File: src/rtl/instr_fetch_pkg.sv
// Shared definitions for the instruction fetch slice: RISC-V field positions,
// the canonical NOP encoding and the fetch FSM state constants.
package instr_fetch_pkg;

    localparam int unsigned OpcodeLo = 0;
    localparam int unsigned OpcodeHi = 6;
    localparam int unsigned RdLo     = 7;
    localparam int unsigned RdHi     = 11;
    localparam int unsigned Rs1Lo    = 15;
    localparam int unsigned Rs1Hi    = 19;
    localparam int unsigned Rs2Lo    = 20;
    localparam int unsigned Rs2Hi    = 24;

    // addi x0, x0, 0
    localparam logic [31:0] InstrNop = 32'h0000_0013;

    typedef logic [0:0] fetch_state_t;
    localparam fetch_state_t StRun   = 1'b0;
    localparam fetch_state_t StStall = 1'b1;

endpackage

File: src/rtl/fetch_skid_buf.sv
// One-entry skid register holding a fetched word and its PC while decode stalls.
// Flush wins over load, load wins over unload.
module fetch_skid_buf
    import instr_fetch_pkg::*;
(
    input  logic        clk,
    input  logic        rst_n,
    input  logic        load_i,
    input  logic        flush_i,
    input  logic        unload_i,
    input  logic [31:0] data_i,
    input  logic [31:0] pc_i,
    output logic        valid_o,
    output logic [31:0] data_o,
    output logic [31:0] pc_o
);

    logic        valid_q, valid_d;
    logic [31:0] data_q, data_d;
    logic [31:0] pc_q, pc_d;

    always_comb begin
        valid_d = valid_q;
        data_d  = data_q;
        pc_d    = pc_q;
        if (flush_i) begin
            valid_d = 1'b0;
        end else if (load_i) begin
            valid_d = 1'b1;
            data_d  = data_i;
            pc_d    = pc_i;
        end else if (unload_i) begin
            valid_d = 1'b0;
        end
    end

    always_ff @(posedge clk or negedge rst_n) begin
        if (!rst_n) begin
            valid_q <= 1'b0;
            data_q  <= InstrNop;
            pc_q    <= 32'h0;
        end else begin
            valid_q <= valid_d;
            data_q  <= data_d;
            pc_q    <= pc_d;
        end
    end

    assign valid_o = valid_q;
    assign data_o  = data_q;
    assign pc_o    = pc_q;

endmodule

File: src/rtl/instr_fetch.sv
// PC sequencer and fetch front end: one instruction per cycle from a registered
// instruction memory, stall absorption via a skid entry, redirect squashing.
module instr_fetch
    import instr_fetch_pkg::*;
#(
    parameter logic [31:0] RESET_PC   = 32'h0000_0000,
    parameter int unsigned IMEM_BYTES = 256
) (
    input  logic        clk,
    input  logic        rst_n,
    output logic [31:0] imem_addr,
    input  logic [31:0] imem_dout,
    input  logic        stall,
    input  logic        redirect_valid,
    input  logic [31:0] redirect_pc,
    output logic        inst_valid,
    output logic [31:0] inst,
    output logic [31:0] inst_pc,
    output logic [6:0]  opcode,
    output logic [4:0]  rd,
    output logic [4:0]  rs1,
    output logic [4:0]  rs2,
    output logic        misalign_err
);

    localparam logic [31:0] AddrMask = 32'(IMEM_BYTES - 32'd1);

    fetch_state_t state_q, state_d;
    logic [31:0]  pc_q, pc_d;
    logic [31:0]  req_pc_q, req_pc_d;
    logic         req_valid_q, req_valid_d;
    logic [31:0]  inst_q, inst_d;
    logic [31:0]  inst_pc_q, inst_pc_d;
    logic         inst_valid_q, inst_valid_d;
    logic         misalign_q, misalign_d;

    logic         skid_load, skid_flush, skid_unload;
    logic         skid_valid;
    logic [31:0]  skid_data, skid_pc;

    logic [31:0]  pc_next, redirect_target;

    assign pc_next         = (pc_q + 32'd4) & AddrMask;
    assign redirect_target = {redirect_pc[31:2], 2'b00} & AddrMask;

    always_comb begin
        state_d      = state_q;
        pc_d         = pc_q;
        req_pc_d     = req_pc_q;
        req_valid_d  = req_valid_q;
        inst_d       = inst_q;
        inst_pc_d    = inst_pc_q;
        inst_valid_d = inst_valid_q;
        misalign_d   = 1'b0;
        skid_load    = 1'b0;
        skid_flush   = 1'b0;
        skid_unload  = 1'b0;

        if (redirect_valid) begin
            // Whatever the memory returns next belongs to the old path; req_valid=0 drops it.
            pc_d         = redirect_target;
            req_valid_d  = 1'b0;
            inst_valid_d = 1'b0;
            skid_flush   = 1'b1;
            state_d      = StRun;
            misalign_d   = |redirect_pc[1:0];
        end else if (state_q == StRun) begin
            if (!stall) begin
                inst_d       = imem_dout;
                inst_pc_d    = req_pc_q;
                inst_valid_d = req_valid_q;
                req_pc_d     = pc_q;
                req_valid_d  = 1'b1;
                pc_d         = pc_next;
            end else begin
                skid_load   = req_valid_q;
                req_valid_d = 1'b0;
                state_d     = StStall;
            end
        end else if (!stall) begin
            // Release: skid feeds decode while the held pc is refetched, so no bubble.
            inst_d       = skid_data;
            inst_pc_d    = skid_pc;
            inst_valid_d = skid_valid;
            skid_unload  = 1'b1;
            req_pc_d     = pc_q;
            req_valid_d  = 1'b1;
            pc_d         = pc_next;
            state_d      = StRun;
        end
    end

    always_ff @(posedge clk or negedge rst_n) begin
        if (!rst_n) begin
            state_q      <= StRun;
            pc_q         <= RESET_PC;
            req_pc_q     <= 32'h0;
            req_valid_q  <= 1'b0;
            inst_q       <= 32'h0;
            inst_pc_q    <= 32'h0;
            inst_valid_q <= 1'b0;
            misalign_q   <= 1'b0;
        end else begin
            state_q      <= state_d;
            pc_q         <= pc_d;
            req_pc_q     <= req_pc_d;
            req_valid_q  <= req_valid_d;
            inst_q       <= inst_d;
            inst_pc_q    <= inst_pc_d;
            inst_valid_q <= inst_valid_d;
            misalign_q   <= misalign_d;
        end
    end

    fetch_skid_buf u_skid (
        .clk      (clk),
        .rst_n    (rst_n),
        .load_i   (skid_load),
        .flush_i  (skid_flush),
        .unload_i (skid_unload),
        .data_i   (imem_dout),
        .pc_i     (req_pc_q),
        .valid_o  (skid_valid),
        .data_o   (skid_data),
        .pc_o     (skid_pc)
    );

    assign imem_addr    = pc_q;
    assign inst_valid   = inst_valid_q;
    assign inst         = inst_q;
    assign inst_pc      = inst_pc_q;
    assign opcode       = inst_q[OpcodeHi:OpcodeLo];
    assign rd           = inst_q[RdHi:RdLo];
    assign rs1          = inst_q[Rs1Hi:Rs1Lo];
    assign rs2          = inst_q[Rs2Hi:Rs2Lo];
    assign misalign_err = misalign_q;

endmodule

File: config.mk
export PLATFORM = sky130hd
export DESIGN_NAME = instr_fetch
export DESIGN_NICKNAME = d
export VERILOG_FILES = /design/src/rtl/instr_fetch_pkg.sv /design/src/rtl/fetch_skid_buf.sv /design/src/rtl/instr_fetch.sv
export SDC_FILE = /design/constraint.sdc
export NUM_CORES = 1
export LEC_CHECK = 0
export BUFFER_PORTS_ARGS = -buffer_cell sky130_fd_sc_hd__buf_2
export CAP_MARGIN = 20
export CORE_AREA = 2 2 100 102
export DETAILED_ROUTE_END_ITERATION = 6
export DIE_AREA = 0 0 102 104
export PLACE_DENSITY = 0.81
export SLEW_MARGIN = 10
export SYNTH_ARGS = -nofsm -noshare
export SYNTH_HDL_FRONTEND = slang
export SYNTH_SLANG_ARGS = --single-unit
export TNS_END_PERCENT = 20
File: constraint.sdc
create_clock -name clk -period 1.86 [get_ports clk]
set_input_delay 0.093 -clock clk [delete_from_list [all_inputs] [get_ports clk]]
set_output_delay 0.093 -clock clk [all_outputs]
set_load 0.03 [all_outputs]
==> impl_metrics.ini <==
[worst_hold_path]
hp-start = imem_dout[9]
min_to = u_skid.data_o[9]$_DFFE_PN0P_
hold_path_class = in2reg
min_delay_path_depth = 2

[sta]
period_share = 0.837
hold_violations = 0
post-route-min-period_ps = 1560
final-setup-viol-count = 0
final_max_slew_viol_count = 0
setup_tns_ps = 0
rsz0062_at_grt = no
slew_headroom = 0.515
clock.fmax_mhz = 643
fin_skew_ps = 9.10
tightest_slew_ps = 728

[setup_path]
cp-start-kind = flop
ff2ff_setup_slack_ps = 300
r2r_cells = 4
r2r-start = state_q$_DFF_PN0_
r2r_end = u_skid.data_o[31]$_DFFE_PN0P_
cp-end-kind = flop
worstSetupPathType = reg2reg
cp.required_ps = 2090
cp_max_fo = 16
arrival_ps = 1790

[cells_and_area]
fin_area_um2 = 5470
nNetsFinal = 581
num_antenna_cells = 0
area_delta_synth_final_pct = 19.3
drive_above_1_share = 0.352

[clock_network]
clock_latency_ps = 340
clock-root-buffer = clkbuf_8
cts.sinks = 93
clkSlewWorstSetupHoldPaths_ps = 80
tritoncts = yes
cts_buffer_depth = 2
htree_levels = 3
post_cts_buffers = 0
cts_made_buffers = 9

[logic_synthesis]
yosys.area_share.adder = 0.00273
syn_area_um2 = 4580
synthMuxAreaShare = 0.213
ys_seq_elements = 93
synthSimpleGateAreaFrac = 0.0603
synth_warnings = 0
ys_types = 31
netlist_instances = 386
synth_top_family_by_area = multiplexers
synthXorXnorAreaFrac = 0.00764
synth_area_per_cell_um2 = 11.9
ys_seq_area_frac = 0.509
synth_compound_area_frac = 0.0554

[global_routing]
overflow = 0
grt_max_degree = 43
grt_pass1_vias = 3012
track_usage = 0.169
antenna_found_initial = 0
grt_pass1_wl_um = 14200

[placed_design]
portBuffers = 111
gp_congestion = 0.729
post_dp_cell_area_um2 = 4900
hpwl_um = 5850

[die]
core_region_area_um2 = 9550
die_h_um = 104
die_w_um = 102
die-area_um2 = 10600
ios = 188
rows = 36
initial_utilization = 0.480

[routing]
ant_nets = 0
avgRoutedWirePerCell_um = 13.3
drt_first_iter_violations = 61
dr.pass1.iters = 4
routed_via_density = 4.52
drc = 0
routed_wl_um = 8670
num_vias = 2938

[power_and_ir_drop]
power.density_nw_per_um2 = 1010
leakage_nw = 2.71
ir_drop_mv = 0.426

[flow_run]
drv_cap = 0

[run_status]
run_status = complete, no violations
state kept, by name (all words and copies together), names as in the netlist, 6 cells and up:
register and cells:
u_skid.pc_o 6, imem_addr 6, u_skid.data_o 32, inst_pc 6
inst 32, req_pc_q 6
stage by stage:
stage	utilization	hold slack (ps)	setup WS [ps]	cells	power, mW
after CTS	0.573	2.16	295	650	5.57
after global placement	0.513	107	338	594	4.24
after floorplan	-	-203	418	437	4.02
after global routing	0.573	2.04	227	650	5.82
final	0.573	22.4	304	650	5.51
after detailed placement	0.513	121	313	594	4.32
cells in the mapped netlist:
cell type	number	area, um2
nand4b_1	2	17.5
mux2_4	24	360
dfrtp_1	90	2250
nor2_1	1	3.75
or4_1	1	7.51
or2_1	1	6.26
buf_6	3	33.8
ha_1	1	12.5
buf_8	2	30.0
xor2_1	3	26.3
a211oi_1	1	7.51
nor2b_1	3	18.8
mux2i_1	39	390
dfstp_2	3	78.8
a2bb2oi_1	1	8.76
and2_4	1	8.76
nand2_1	45	169
conb_1	1	3.75
nand3b_1	1	7.51
buf_4	76	571
nand3_1	2	10.0
xnor2_1	1	8.76
nor3_1	1	5.00
mux2_2	20	225
a21oi_1	2	10.0
nor2b_2	1	8.76
o21ai_0	44	220
buf_2	6	30.0
nor2b_4	1	13.8
o21a_1	1	7.51
clkbuf_1	8	30.0
layout make-up:
class	count	area, um2
multi-input combinational	249	1750
sequential	93	2330
fill	816	4080
clock buffer	15	156
timing repair buffer	159	1060
clock inverter	1	7.51
tap	133	166
critical path: stages (launching register included):
cell,delay [ps]
dfrtp_2,420
nor2b_2,130
and2_4,330
buf_12,210
mux2_2,350
worst max path at each step:
stage / startpoint / end / depth (start not counted) / slack [ps]
after floorplan: state_q$_DFF_PN0_ / u_skid.data_o[10]$_DFFE_PN0P_ / 6 / 420
after global placement: state_q$_DFF_PN0_ / u_skid.data_o[3]$_DFFE_PN0P_ / 4 / 340
after detailed placement: state_q$_DFF_PN0_ / u_skid.data_o[3]$_DFFE_PN0P_ / 4 / 310
after CTS: state_q$_DFF_PN0_ / u_skid.data_o[3]$_DFFE_PN0P_ / 4 / 300
after global routing: state_q$_DFF_PN0_ / inst[20]$_DFFE_PN0P_ / 3 / 230
final: state_q$_DFF_PN0_ / u_skid.data_o[31]$_DFFE_PN0P_ / 4 / 300
layout by cell type, fill, tap and decap left out, types with 2 or more instances in the layout:
master,count
a21oi_1,2
buf_12,3
buf_2,110
buf_4,6
clkbuf_1,5
clkbuf_8,10
conb_1,52
dfrtp_1,89
dfstp_2,3
dlygate4sd3_1,40
mux2_2,20
mux2_4,24
mux2i_1,39
nand2_1,45
nand3_1,2
nand4b_1,2
nor2b_1,3
o21ai_0,44
xor2_1,3
what timing repair did:
action                    in CTS  in global routing
resized for setup              0                  0
hold endpoints to repair      75                  0
hold buffers                  40                  0
power breakdown:
part / switching, mW / internal [mW] / total (mW) / leakage, nW
sequential: 0.253 / 2.44 / 2.69 / 1.14
clock: 0.648 / 0.527 / 1.18 / 0.0780
combinational: 0.998 / 0.647 / 1.64 / 1.49
total: 1.90 / 3.61 / 5.51 / 2.71
metal layers:
metal	global-route usage	up-vias	part of all wire	routed length, um
met5	0	-	0	0
met4	0.0676	0	0.019	163
met3	0.0309	13	0.053	460
met2	0.290	102	0.50	4320
met1	0.207	1406	0.43	3730
li1	-	1417	-	-
kinds of logic after synthesis:
family	Yosys count
adder cells (fa/ha/maj)	1
multiplexers	83
buffers and inverters	95
AO/OA/AOI/OAI	49
other	1
flip-flops	93
AND/OR/NAND/NOR	60
XOR/XNOR	4
No activity file was read; power rests on OpenSTA's default activity.
